**src/rtl/sum_accumulator.sv**
```systemverilog
// ---------------------------------------------------------------------------
// sum_accumulator
//
// Purpose:
//   Registered downstream stage for the 4-bit ripple/CLA adders. Operand
//   beats are added, with their carry-in, into a running WIDTH-bit
//   accumulator. After BURST beats the block presents the burst total as a
//   residue plus a count of carry-outs:
//   total = out_carries * 2^WIDTH + out_sum.
//
// Ports:
//   clk          rising-edge clock
//   rst_n        asynchronous active-low reset
//   clear        synchronous abort, returns the block to IDLE
//   in_valid     operand beat valid
//   in_ready     block can accept a beat (registered)
//   in_data      operand, WIDTH bits
//   in_cin       carry-in added together with in_data
//   out_valid    result valid (registered)
//   out_ready    consumer accepts the result
//   out_sum      accumulator residue mod 2^WIDTH
//   out_carries  carry-outs seen this burst, saturating at 255
// ---------------------------------------------------------------------------
module sum_accumulator #(
    parameter int WIDTH = 4,
    parameter int BURST = 4
) (
    input  logic             clk,
    input  logic             rst_n,
    input  logic             clear,
    input  logic             in_valid,
    output logic             in_ready,
    input  logic [WIDTH-1:0] in_data,
    input  logic             in_cin,
    output logic             out_valid,
    input  logic             out_ready,
    output logic [WIDTH-1:0] out_sum,
    output logic [7:0]       out_carries
);

    typedef enum logic [1:0] {
        IDLE = 2'd0,
        ACC  = 2'd1,
        DONE = 2'd2
    } state_t;

    // Wide enough for the largest legal burst length.
    localparam int CNT_W = 10;
    localparam logic [CNT_W-1:0] LAST_CNT = CNT_W'(BURST - 1);

    state_t           state_q, state_d;
    logic [WIDTH-1:0] acc_q, acc_d;
    logic [7:0]       carries_q, carries_d;
    logic [CNT_W-1:0] beat_cnt_q, beat_cnt_d;
    logic             in_ready_q, in_ready_d;
    logic             out_valid_q, out_valid_d;

    logic             beat;
    logic [WIDTH-1:0] acc_base;
    logic [7:0]       carries_base;
    logic [7:0]       carries_inc;
    logic [WIDTH:0]   sum_ext;

    // A burst always starts from zero, so the first beat taken in IDLE
    // ignores whatever the accumulator holds.
    always_comb begin
        beat         = in_valid & in_ready_q;
        acc_base     = (state_q == IDLE) ? '0 : acc_q;
        carries_base = (state_q == IDLE) ? 8'd0 : carries_q;
        sum_ext      = {1'b0, acc_base} + {1'b0, in_data} + {{WIDTH{1'b0}}, in_cin};
        carries_inc  = (carries_base == 8'hFF) ? 8'hFF : carries_base + 8'd1;
    end

    // Next-state logic. clear outranks both handshakes and drops any beat
    // presented in the same cycle. in_ready/out_valid are computed one
    // cycle ahead so both leave the block straight from flops.
    always_comb begin
        state_d     = state_q;
        acc_d       = acc_q;
        carries_d   = carries_q;
        beat_cnt_d  = beat_cnt_q;
        in_ready_d  = in_ready_q;
        out_valid_d = out_valid_q;

        if (clear) begin
            state_d     = IDLE;
            acc_d       = '0;
            carries_d   = 8'd0;
            beat_cnt_d  = '0;
            in_ready_d  = 1'b1;
            out_valid_d = 1'b0;
        end else begin
            case (state_q)
                IDLE: begin
                    in_ready_d = 1'b1;
                    if (beat) begin
                        acc_d      = sum_ext[WIDTH-1:0];
                        carries_d  = sum_ext[WIDTH] ? carries_inc : carries_base;
                        beat_cnt_d = CNT_W'(1);
                        if (BURST == 1) begin
                            state_d     = DONE;
                            in_ready_d  = 1'b0;
                            out_valid_d = 1'b1;
                        end else begin
                            state_d = ACC;
                        end
                    end
                end
                ACC: begin
                    if (beat) begin
                        acc_d      = sum_ext[WIDTH-1:0];
                        carries_d  = sum_ext[WIDTH] ? carries_inc : carries_base;
                        beat_cnt_d = beat_cnt_q + CNT_W'(1);
                        if (beat_cnt_q == LAST_CNT) begin
                            state_d     = DONE;
                            in_ready_d  = 1'b0;
                            out_valid_d = 1'b1;
                        end
                    end
                end
                DONE: begin
                    if (out_ready) begin
                        state_d     = IDLE;
                        acc_d       = '0;
                        carries_d   = 8'd0;
                        beat_cnt_d  = '0;
                        in_ready_d  = 1'b1;
                        out_valid_d = 1'b0;
                    end
                end
                default: begin
                    state_d     = IDLE;
                    acc_d       = '0;
                    carries_d   = 8'd0;
                    beat_cnt_d  = '0;
                    in_ready_d  = 1'b1;
                    out_valid_d = 1'b0;
                end
            endcase
        end
    end

    // in_ready stays low for the whole reset and rises on the first edge
    // after release.
    always_ff @(posedge clk or negedge rst_n) begin
        if (!rst_n) begin
            state_q     <= IDLE;
            acc_q       <= '0;
            carries_q   <= 8'd0;
            beat_cnt_q  <= '0;
            in_ready_q  <= 1'b0;
            out_valid_q <= 1'b0;
        end else begin
            state_q     <= state_d;
            acc_q       <= acc_d;
            carries_q   <= carries_d;
            beat_cnt_q  <= beat_cnt_d;
            in_ready_q  <= in_ready_d;
            out_valid_q <= out_valid_d;
        end
    end

    assign in_ready    = in_ready_q;
    assign out_valid   = out_valid_q;
    assign out_sum     = acc_q;
    assign out_carries = carries_q;

endmodule
```
**config.mk**
```make
export PLATFORM = sky130hd
export DESIGN_NAME = sum_accumulator
export DESIGN_NICKNAME = d
export VERILOG_FILES = /design/src/rtl/sum_accumulator.sv
export SDC_FILE = /design/constraint.sdc
export NUM_CORES = 1
export LEC_CHECK = 0
export CORE_ASPECT_RATIO = 1.75
export CORE_MARGIN = 3
export CORE_UTILIZATION = 54
export CTS_CLUSTER_DIAMETER = 50
export CTS_CLUSTER_SIZE = 28
export DETAILED_ROUTE_END_ITERATION = 10
export PLACE_DENSITY = 0.78
export SLEW_MARGIN = 20
export SYNTH_ARGS = -nofsm -noshare
export SYNTH_HDL_FRONTEND = slang
export SYNTH_SLANG_ARGS = --single-unit
```
**constraint.sdc**
```tcl
create_clock -name clk -period 3.2 [get_ports clk]
set_clock_uncertainty 0.05 [all_clocks]
set_input_delay 0.96 -clock clk [delete_from_list [all_inputs] [get_ports clk]]
set_output_delay 0.96 -clock clk [all_outputs]
set_load 0.02 [all_outputs]
```
Word-level counts from Yosys, hierarchy flattened
Cells that the tools add are included.
{"block": "classes", "n_addsub": 4, "n_eq_ne": 10, "mux": 33, "bitwise_logic": 1, "reduce_logical": 7}
{"operator": "two-way mux 8 bit", "n": 6}
{"operator": "two-way mux 10 bit", "n": 4}
{"operator": "case mux 10 bit (3 select lines)", "n": 1}
{"operator": "two-way mux 4 bit", "n": 4}
{"operator": "case mux 8 bit (2 select lines)", "n": 1}
{"operator": "!= test 3 bit, second input constant", "n": 4}
{"operator": "adder 10 x 1 -> 10 bit, second input constant", "n": 1}
{"operator": "== test 10 x 2 -> 1 bit, second input constant", "n": 1}
{"operator": "two-way mux 2 bit", "n": 5}
{"operator": "adder 8 x 1 -> 8 bit, second input constant", "n": 1}
{"operator": "== test 8 bit, second input constant", "n": 1}
{"operator": "two-way mux 1 bit", "n": 8}
{"operator": "case mux 4 bit (2 select lines)", "n": 1}
{"operator": "AND reduction 4 bit", "n": 2}
{"operator": "case mux 2 bit (3 select lines)", "n": 1}
{"operator": "AND reduction 3 bit", "n": 2}
{"operator": "adder 4 x 4 -> 5 bit", "n": 1}
{"operator": "adder 5 x 1 -> 5 bit", "n": 1}
{"operator": "!= test 3 x 1 -> 1 bit, second input constant", "n": 1}
{"operator": "case mux 1 bit (3 select lines)", "n": 1}
{"operator": "== test 2 x 1 -> 1 bit, second input constant", "n": 1}
{"operator": "== test 2 bit, second input constant", "n": 1}
{"operator": "zero test 2 bit", "n": 1}
{"operator": "!= test 2 bit, second input constant", "n": 1}
{"operator": "4 further kinds", "n": 4}
{"block": "word_totals", "regBits": 26, "input_bits": 10, "out_inout_bits": 14, "elab_cells": 61}

Logic depth before layout (Yosys ltp)
Gate-level depths: netlist of the first run.
{"block": "depth", "depth_word": 8, "mapped_depth": 11, "mapped_depth_nobuf": 9}

Worst setup path before layout of the first run
No wires, ideal clock.
{"block": "synth_path", "path_kind": "input to register", "from": "input in_data[0]", "to": "register carries_q[3], in the netlist out_carries[3]", "setup_ns": 0.130, "arrival_ns": 2.799, "t_required_ns": 3.020, "setup_slack_ns": 0.221, "stages": 8, "cell_sequence": "inv_1 -> fa_1 -> fa_1 -> nand2b_1 -> a211oi_1 -> a31oi_1 -> o21ai_0 -> nand3_1"}
{"block": "synth_between", "elab_chain_cells": 6}
{"element": "start, declared", "line_no": "33", "source": "input logic [WIDTH-1:0] in_data,"}
{"element": "adder 4 x 4 -> 5 bit", "line_no": "70", "source": "sum_ext = {1'b0, acc_base} + {1'b0, in_data} + {{WIDTH{1'b0}}, in_cin};"}
{"element": "adder 5 x 1 -> 5 bit", "line_no": "70"}
{"element": "two-way mux 8 bit", "line_no": "98, 112"}
{"element": "two-way mux 8 bit", "line_no": "96, 110"}
{"element": "case mux 8 bit (2 select lines)", "line_no": "93", "source": "case (state_q)"}
{"element": "two-way mux 8 bit", "line_no": "85", "source": "if (clear) begin"}
{"element": "end signal, assigned", "line_no": "156", "source": "carries_q <= carries_d;"}
{"element": "end, declared", "line_no": "53", "source": "logic [7:0] carries_q, carries_d;"}
Every way passes these cells. The select of a mux whose other input is x is not followed.
A chain may end at the register's enable or synchronous reset.

Worst setup path after layout of the first run
{"block": "layout_path", "from": "input in_data[0]", "to": "register carries_q[4], in the netlist out_carries[4]"}
Same word-level chain as after synthesis.

==> flow_summary.json, run 1 <==
{
  "p_per_area_mw_per_mm2": 348,
  "reg2reg_slack_ns": 0.62,
  "synth_most_common_cell": "dfrtp_1",
  "status": "complete, no violations",
  "synth_xor_area_frac": 0.0316,
  "worstPathMaxFanout": 6,
  "cts.clk_slew.worst_paths_ns": 0.09,
  "first_pass_iters": 4,
  "ys_seq_area_frac": 0.392,
  "grt_max_degree": 31,
  "fin_crit_ns": 3.13,
  "yosys.area.top_type": "dfrtp_1",
  "num_io_pins": 24,
  "finalSetupViolCount": 0,
  "end_kind": "register",
  "num_vias": 1515,
  "ys_async_sr_fraction": 1.00,
  "grt_use_total": 0.234,
  "synth_cells": 187,
  "whs_path_depth": 2,
  "sequential_cell_area_um2": 651,
  "viasPerCell": 6.29,
  "yosys.area_share.adder": 0.0617,
  "hold_class": "register to register",
  "min_period_over_period": 0.977,
  "drive_gt1_frac": 0.108,
  "ys_types": 42,
  "start_util": 0.568,
  "cp-start-kind": "input pin",
  "coreArea_mm2": 0.00293,
  "netlist_area_mm2": 0.00166,
  "die_h_um": 79.4,
  "grt_pass1_vias": 1549,
  "rr_worst_depth": 10,
  "yosys.area.top_type_share": 0.392,
  "drc": 0,
  "cts_tree": "built",
  "dp.final_hpwl_mm": 2.99,
  "synth_seq_cells": 26,
  "grt_overflow": 0,
  "drv_cap": 0,
  "arrival_ns": 3.28,
  "antenna_found_initial": 0,
  "synth_simple_gate_area_frac": 0.270,
  "gp_congestion": 0.901,
  "dp_cells": 238,
  "instances_no_fill": 241,
  "wl_per_cell_um": 16.6,
  "layout.nets": 232,
  "grt_setup_unrepaired": "false",
  "core.rowCount": 26,
  "finalMaxSlewViolations": 0,
  "clockRootBuffer": "clkbuf_8",
  "diodes": 0,
  "multiInputGateArea_um2": 927,
  "p_leak_nw": 0.880,
  "worstPathRequired_ns": 3.36,
  "ant_nets": 0,
  "synth.top_cells.by_area": "dfrtp_1, o21ai_0, nand2_1",
  "cts-htree-levels": 1,
  "utilization": 0.676,
  "crit_type": "input pin to register",
  "worstReg2RegStart": "state_q[1]",
  "hold_buffers": 0,
  "peakVddDrop_uv": 272,
  "fmax_mhz": 320,
  "netlist_top_cells_count": "dfrtp_1, nand2_1, o21ai_0",
  "routed_wl_mm": 3.99,
  "initialDrtViolationCount": 46,
  "dieArea_mm2": 0.00380,
  "cts_buffers": 3,
  "power.total_mw": 0.689,
  "grt_pass1_wl_mm": 6.64,
  "synth_compound_area_frac": 0.190,
  "synth_nets": 204,
  "min_from": "out_sum[2]",
  "nFillCells": 231,
  "worstSkewPairLatency_ns": 0.27,
  "reg2reg_to": "out_carries[4]",
  "synthMuxAreaShare": 0,
  "yosysWarnings": 0,
  "cts.sinks": 26,
  "clock_path_buffers": 2,
  "syn_to_final_growth_pct": 19.1,
  "synthFlopType": "dfrtp_1",
  "dieWidth_um": 47.9,
  "synth_top_family_by_area": "simple AND/OR/NAND/NOR gates",
  "portBuffers": 23,
  "tightest_slew_ns": 0.488,
  "syn_avg_cell_area_um2": 8.89,
  "hold_end": "out_sum[2]",
  "relSlewSlack": 0.672,
  "synth_edf_count": 0,
  "setup_tns_ns": 0,
  "hold_viol": 0
}
## cells by family after synthesis
group / after synthesis
flip-flops: 26
XOR/XNOR: 6
AO/OA/AOI/OAI: 52
adder cells (fa/ha/maj): 7
buffers and inverters: 17
AND/OR/NAND/NOR: 79
## per-layer routing
layer / vias to the layer above / wire (um) / global-route usage
met5: - / 0 / 0
met4: 0 / 91 / 0.102
met3: 11 / 133 / 0.0293
met2: 48 / 2240 / 0.411
met1: 738 / 1530 / 0.260
li1: 718 / - / -
## layout make-up
| class | count | area share |
|---|---|---|
| well taps | 28 | 0.0177 |
| clock buffers | 3 | 0.0209 |
| flip-flops and latches | 26 | 0.329 |
| repair buffers | 31 | 0.147 |
| multi-input cells | 144 | 0.469 |
| inverters | 9 | 0.0171 |
## where the power goes
group	total, mW	switching, mW	internal [mW]
Clock	0.184	0.0993	0.0844
Sequential	0.353	0.0111	0.342
Combinational	0.153	0.0875	0.0651
Total	0.689	0.198	0.491
## timing repair
item                                    4_1_cts  5_1_grt
endpoints found under the setup margin        0        3
setup buffers                                 0        0
resized for setup                             0        2
## metrics by stage
| step | instance area (um2) | worst slack [ns] | hold WS, ns |
|---|---|---|---|
| after global routing | 1980 | 0.0119 | 0.509 |
| after global placement | 1930 | -0.161 | 0.432 |
| after CTS | 1970 | 0.0538 | 0.469 |
| after floorplan | 1660 | 0.221 | 0.421 |
| after detailed placement | 1930 | -0.221 | 0.449 |
| final | 1980 | 0.0726 | 0.464 |
## worst max path at each step
stage	start	end	slack, ns	cells past startpoint
final	in_data[0]	out_carries[4]	0.07	10
after global routing	in_data[0]	out_carries[7]	0.01	10
after CTS	in_data[0]	out_carries[7]	0.05	10
after detailed placement	in_data[0]	out_carries[7]	-0.22	10
after global placement	in_data[0]	out_carries[7]	-0.16	10
after floorplan	in_data[0]	out_carries[3]	0.22	8
## sequential cells by signal (all words and copies together) (netlist names)
name	flops
out_carries	8
out_sum	4
out_valid	1
in_ready	1
state_q	2
beat_cnt_q	10
## worst max-delay path, stage by stage
cell	delay (ns)
clkdlybuf4s50_1	0.45
inv_1	0.05
fa_1	0.46
fa_1	0.39
nand2b_1	0.19
a21oi_1	0.15
buf_4	0.16
nand3_1	0.13
a211o_1	0.26
nand4_1	0.08
## cell usage in the layout, fill, tap and decap left out, types with 4 or more instances in the layout
cell / n
nand3_1: 9
nor3_1: 5
buf_4: 8
nand4_1: 6
nand2_1: 21
o31ai_1: 5
ha_1: 5
inv_1: 9
and2_1: 7
dfrtp_1: 26
a21oi_1: 15
o21ai_0: 17
clkdlybuf4s50_1: 23
nor2_1: 14
xnor2_1: 4
No activity file was read; power rests on OpenSTA's default activity.
==> run 2: changes to the inputs <==
Settings changed: GPL_ROUTABILITY_DRIVEN set to 0.
==> results of run 2 <==
Final layout, timing and power as in run 1 (identical DEF).
